**src/rtl/stream_demux.sv**
```systemverilog
// stream_demux: registered 1-to-2 stream demultiplexer.
// A producer word is steered to out0 or out1 by in_sel and parked in that
// channel's one-entry holding register until its consumer accepts it.
// Optional build macro: STREAM_DEMUX_COUNT_EN adds per-output handshake
// counters (out0_cnt / out1_cnt, CNT_W bits, wrapping).
module stream_demux #(
    parameter int DATA_W = 8,
    parameter int CNT_W  = 16
) (
    input  logic              clk,
    input  logic              rst,
    input  logic              in_valid,
    output logic              in_ready,
    input  logic [DATA_W-1:0] in_data,
    input  logic              in_sel,
    output logic              out0_valid,
    input  logic              out0_ready,
    output logic [DATA_W-1:0] out0_data,
    output logic              out1_valid,
    input  logic              out1_ready,
    output logic [DATA_W-1:0] out1_data
`ifdef STREAM_DEMUX_COUNT_EN
    ,
    output logic [CNT_W-1:0]  out0_cnt,
    output logic [CNT_W-1:0]  out1_cnt
`endif
);

    typedef enum logic {
        EMPTY = 1'b0,
        FULL  = 1'b1
    } ch_state_t;

    ch_state_t st0_p0, st1_p0;
    ch_state_t st0_nxt, st1_nxt;

    logic [DATA_W-1:0] hold0_p0, hold1_p0;

    logic in_hs;
    logic load0, load1;
    logic drain0, drain1;

    assign out0_valid = (st0_p0 == FULL);
    assign out1_valid = (st1_p0 == FULL);
    assign out0_data  = hold0_p0;
    assign out1_data  = hold1_p0;

    // Handshake decode and next-state logic for both channels; in_ready looks
    // only at the selected channel so a stalled output never blocks the other.
    always_comb begin
        drain0   = out0_valid & out0_ready;
        drain1   = out1_valid & out1_ready;
        in_ready = in_sel ? (~out1_valid | out1_ready)
                          : (~out0_valid | out0_ready);
        in_hs    = in_valid & in_ready;
        load0    = in_hs & ~in_sel;
        load1    = in_hs &  in_sel;

        st0_nxt = st0_p0;
        st1_nxt = st1_p0;

        case (st0_p0)
            EMPTY:   if (load0) st0_nxt = FULL;
            FULL:    if (drain0 && !load0) st0_nxt = EMPTY;
            default: st0_nxt = EMPTY;
        endcase

        case (st1_p0)
            EMPTY:   if (load1) st1_nxt = FULL;
            FULL:    if (drain1 && !load1) st1_nxt = EMPTY;
            default: st1_nxt = EMPTY;
        endcase
    end

    // Channel state registers; reset empties both channels.
    always_ff @(posedge clk) begin
        if (rst) begin
            st0_p0 <= EMPTY;
            st1_p0 <= EMPTY;
        end else begin
            st0_p0 <= st0_nxt;
            st1_p0 <= st1_nxt;
        end
    end

    // Holding registers load only on a handshake addressed to them; reset
    // clears them so a discarded word never lingers on the data outputs.
    always_ff @(posedge clk) begin
        if (rst) begin
            hold0_p0 <= '0;
            hold1_p0 <= '0;
        end else begin
            if (load0) hold0_p0 <= in_data;
            if (load1) hold1_p0 <= in_data;
        end
    end

`ifdef STREAM_DEMUX_COUNT_EN
    logic [CNT_W-1:0] cnt0_p0, cnt1_p0;

    assign out0_cnt = cnt0_p0;
    assign out1_cnt = cnt1_p0;

    // Completed output handshakes per channel, wrapping at 2^CNT_W.
    always_ff @(posedge clk) begin
        if (rst) begin
            cnt0_p0 <= '0;
            cnt1_p0 <= '0;
        end else begin
            if (drain0) cnt0_p0 <= cnt0_p0 + 1'b1;
            if (drain1) cnt1_p0 <= cnt1_p0 + 1'b1;
        end
    end
`else
    // CNT_W only sizes the counters; without them it has nothing to drive.
    logic [CNT_W-1:0] unused_cnt_w;
    assign unused_cnt_w = '0;
`endif

endmodule
```
**config.mk**
```make
export PLATFORM = sky130hd
export DESIGN_NAME = stream_demux
export DESIGN_NICKNAME = d
export VERILOG_FILES = /design/src/rtl/stream_demux.sv
export SDC_FILE = /design/constraint.sdc
export NUM_CORES = 1
export LEC_CHECK = 0
export CAP_MARGIN = 20
export CELL_PAD_IN_SITES_DETAIL_PLACEMENT = 1
export CELL_PAD_IN_SITES_GLOBAL_PLACEMENT = 2
export CORE_AREA = 2 2 58 60
export CTS_BUF_LIST = sky130_fd_sc_hd__clkbuf_4
export DETAILED_ROUTE_END_ITERATION = 10
export DIE_AREA = 0 0 60 62
export MAX_ROUTING_LAYER = met4
export PLACE_DENSITY_LB_ADDON = 0.1
export SYNTH_ARGS = -nofsm -noshare
export SYNTH_HDL_FRONTEND = slang
export SYNTH_SLANG_ARGS = --single-unit
```
**constraint.sdc**
```tcl
create_clock -name clk -period 1.1 [get_ports clk]
set_input_delay 0.165 -clock clk [delete_from_list [all_inputs] [get_ports clk]]
set_output_delay 0.165 -clock clk [all_outputs]
set_load 0.005 [all_outputs]
```
==> results.txt <==
Area after DPL - 1180 sq um
Switching Share - 23.8%
Skew-Pair Late Insertion Delay - 0.30 ns
vias in the first global route - 688
setup_tns - -0.159 ns
Worst Path Arrival - 1.09 ns
Synth Net Count - 85
die width - 60 um
placed insts - 151
final std cells w/o fill - 161
die area - 3720 sq um
TritonCTS clock tree - yes
worst hold path class - input port to flop
VDD IR max - 0.612 mV
n_diodes - 0
Max-Cap Viols - 0
Routed WL - 1680 um
Final Cycle Share - 114%
Mapped Cells - 71
GRT Resource Usage Total - 11.2%
# hold bufs at CTS - 0
Setup WS post-layout - -0.159 ns
layout cells sized above 1 - 36.5%
maximum fanout along the worst path - 2
worst slew pin tran - 0.215 ns
pre-CTS setup slack - -0.508 ns
DR pass1 iterations - 4
clock share of power - 26.2%
P_int - 983 uW
violated checks - setup timing
Setup CP Type - flop to output pin
mean area per synthesized cell - 11.1 sq um
antenna violations before repair - 0
Worst Clk Skew - 0.00855 ns
top area cells in the synthesized netlist - dfxtp_1, mux2i_1, nand2b_1
synthesized flop and latch total - 18
min Tclk post-route - 1.26 ns
area of the core - 3180 sq um
switching power - 307 uW
R2R setup slack - 0.08 ns
Remaining DRCs - 0
part of the power in registers - 55.1%
# H-tree levels - 1
TritonCTS buffer count - 3
die height - 62 um
power per standard cell area - 1010 nW/um^2
first-pass GRT wire length - 2930 um
final hold violation count - 0
pin count of the biggest net entering global routing - 16
Ports - 33
sequential share of the synthesized area - 45.9%
setup violators final - 1
post-synth top area share - 45.9%
Max-slew headroom - 85.6%
Final GP Congestion - 0.656
Lkg Pwr - 0.605 nW
starting density of the core - 24.7%
CP endpoint kind - output pin
grt total ovfl - 0
initial DRC count - 10
WP data required - 0.94 ns
CTS Buffer Depth - 2
fillers - 357
Avg Vias per Cell - 4.06
Root Driver - clkbuf_4
HPWL Detailed - 1260 um
Netlist cell types - 12
status - finished with violations
Worst-path clk slew - 0.11 ns
area delta synth->final - 62.6%
IO buf count - 32
maximum clock rate - 0.794 GHz
most frequent cells in the layout - nand2b_1, dfxtp_2, mux2i_1
Mapped Area - 786 sq um
combinational share of power - 18.7%
RSZ-0062 raised after global routing - yes
Non-Filler Cell Area, Final - 1280 sq um
commonest non-fill, non-tap cell in the layout - nand2b_1
Nets - 130
Routed WL per cell - 10.4 um
leading area contributor after synthesis - dfxtp_1
row count - 21
ANT nets after route - 0
Yosys Warn Count - 0
Sink Count - 18
crit path launch type - flop
DR vias - 653
Slew Limit Fails - 0
cells in the mapped netlist:
master     n
clkbuf_1   2
nand3_1    1
mux2i_1   16
nand2b_1  24
mux2_2     1
nand3b_2   1
dfxtp_1   18
and3_4     1
buf_6      2
a21oi_1    2
nand2b_4   2
and3b_1    1
flip-flops by register name, indices dropped and copies added, names as in the netlist:
signal	cells
out0_data	8
out0_valid	1
out1_data	8
out1_valid	1
cell families (layout without fill, tap and decap cells):
group	Yosys count	in the layout	synth area share (%)
DFF	18	18	45.9
and+or+nand+nor	30	30	27.2
buffers and inverters	4	48	3.82
AOI/OAI and AO/OA	2	2	1.27
muxes	17	17	21.8
critical path, cell delays in order (launching register included):
cell and delay (ns):
dfxtp_2 0.36, nand2b_4 0.06, mux2_4 0.26, buf_6 0.11
per-layer routing:
metal  wire (um)  share of wire (%)  track usage, %
met5           0                  0               -
met1         744                 44            11.9
met2         796                 47            18.3
met4          25                1.5            4.76
met3         117                7.0            4.76
worst paths after layout:
kind                  endpoint         start  cells past startpoint
setup / recovery      in_ready    out1_valid                      3
hold / removal      out1_valid    out1_ready                      4
setup reg to reg  out0_data[0]    out0_valid                      4
hold reg to reg   out1_data[0]  out1_data[0]                      2
per-stage QoR:
| stage | total power, mW | util (%) | hold WS (ns) |
|---|---|---|---|
| 6_report | 1.29 | 40.2 | 0.246 |
| 5_1_grt | 1.38 | 40.2 | 0.260 |
| 4_1_cts | 1.32 | 39.1 | 0.442 |
| 3_5_place_dp | 0.968 | 37.1 | 0.469 |
| 3_3_place_gp | 0.965 | 37.1 | 0.456 |
| 2_1_floorplan | 0.824 | - | 0.341 |
cell type report:
class / count / area (sq um) / area share (%)
timing repair buffer: 44 / 397 / 31.0
clock inverter: 1 / 3.75 / 0.294
multi-input combinational: 49 / 414 / 32.4
tap: 46 / 57.6 / 4.51
sequential: 18 / 383 / 30.0
clock buffer: 3 / 22.5 / 1.76
what timing repair did:
item,in CTS,in global routing
buffers inserted,5,1
gates resized for setup,46,10
pin swaps,0,1
setup endpoints to repair,19,18
power groups by stage:
stage,registers (mW),logic [mW],clock network (mW)
after CTS,0.712,0.238,0.365
after detailed placement,0.721,0.247,0
final,0.711,0.241,0.338
after global routing,0.716,0.267,0.397
after floorplan,0.723,0.101,0
after global placement,0.720,0.245,0
Note: power is estimated with default switching activity, not from simulation.
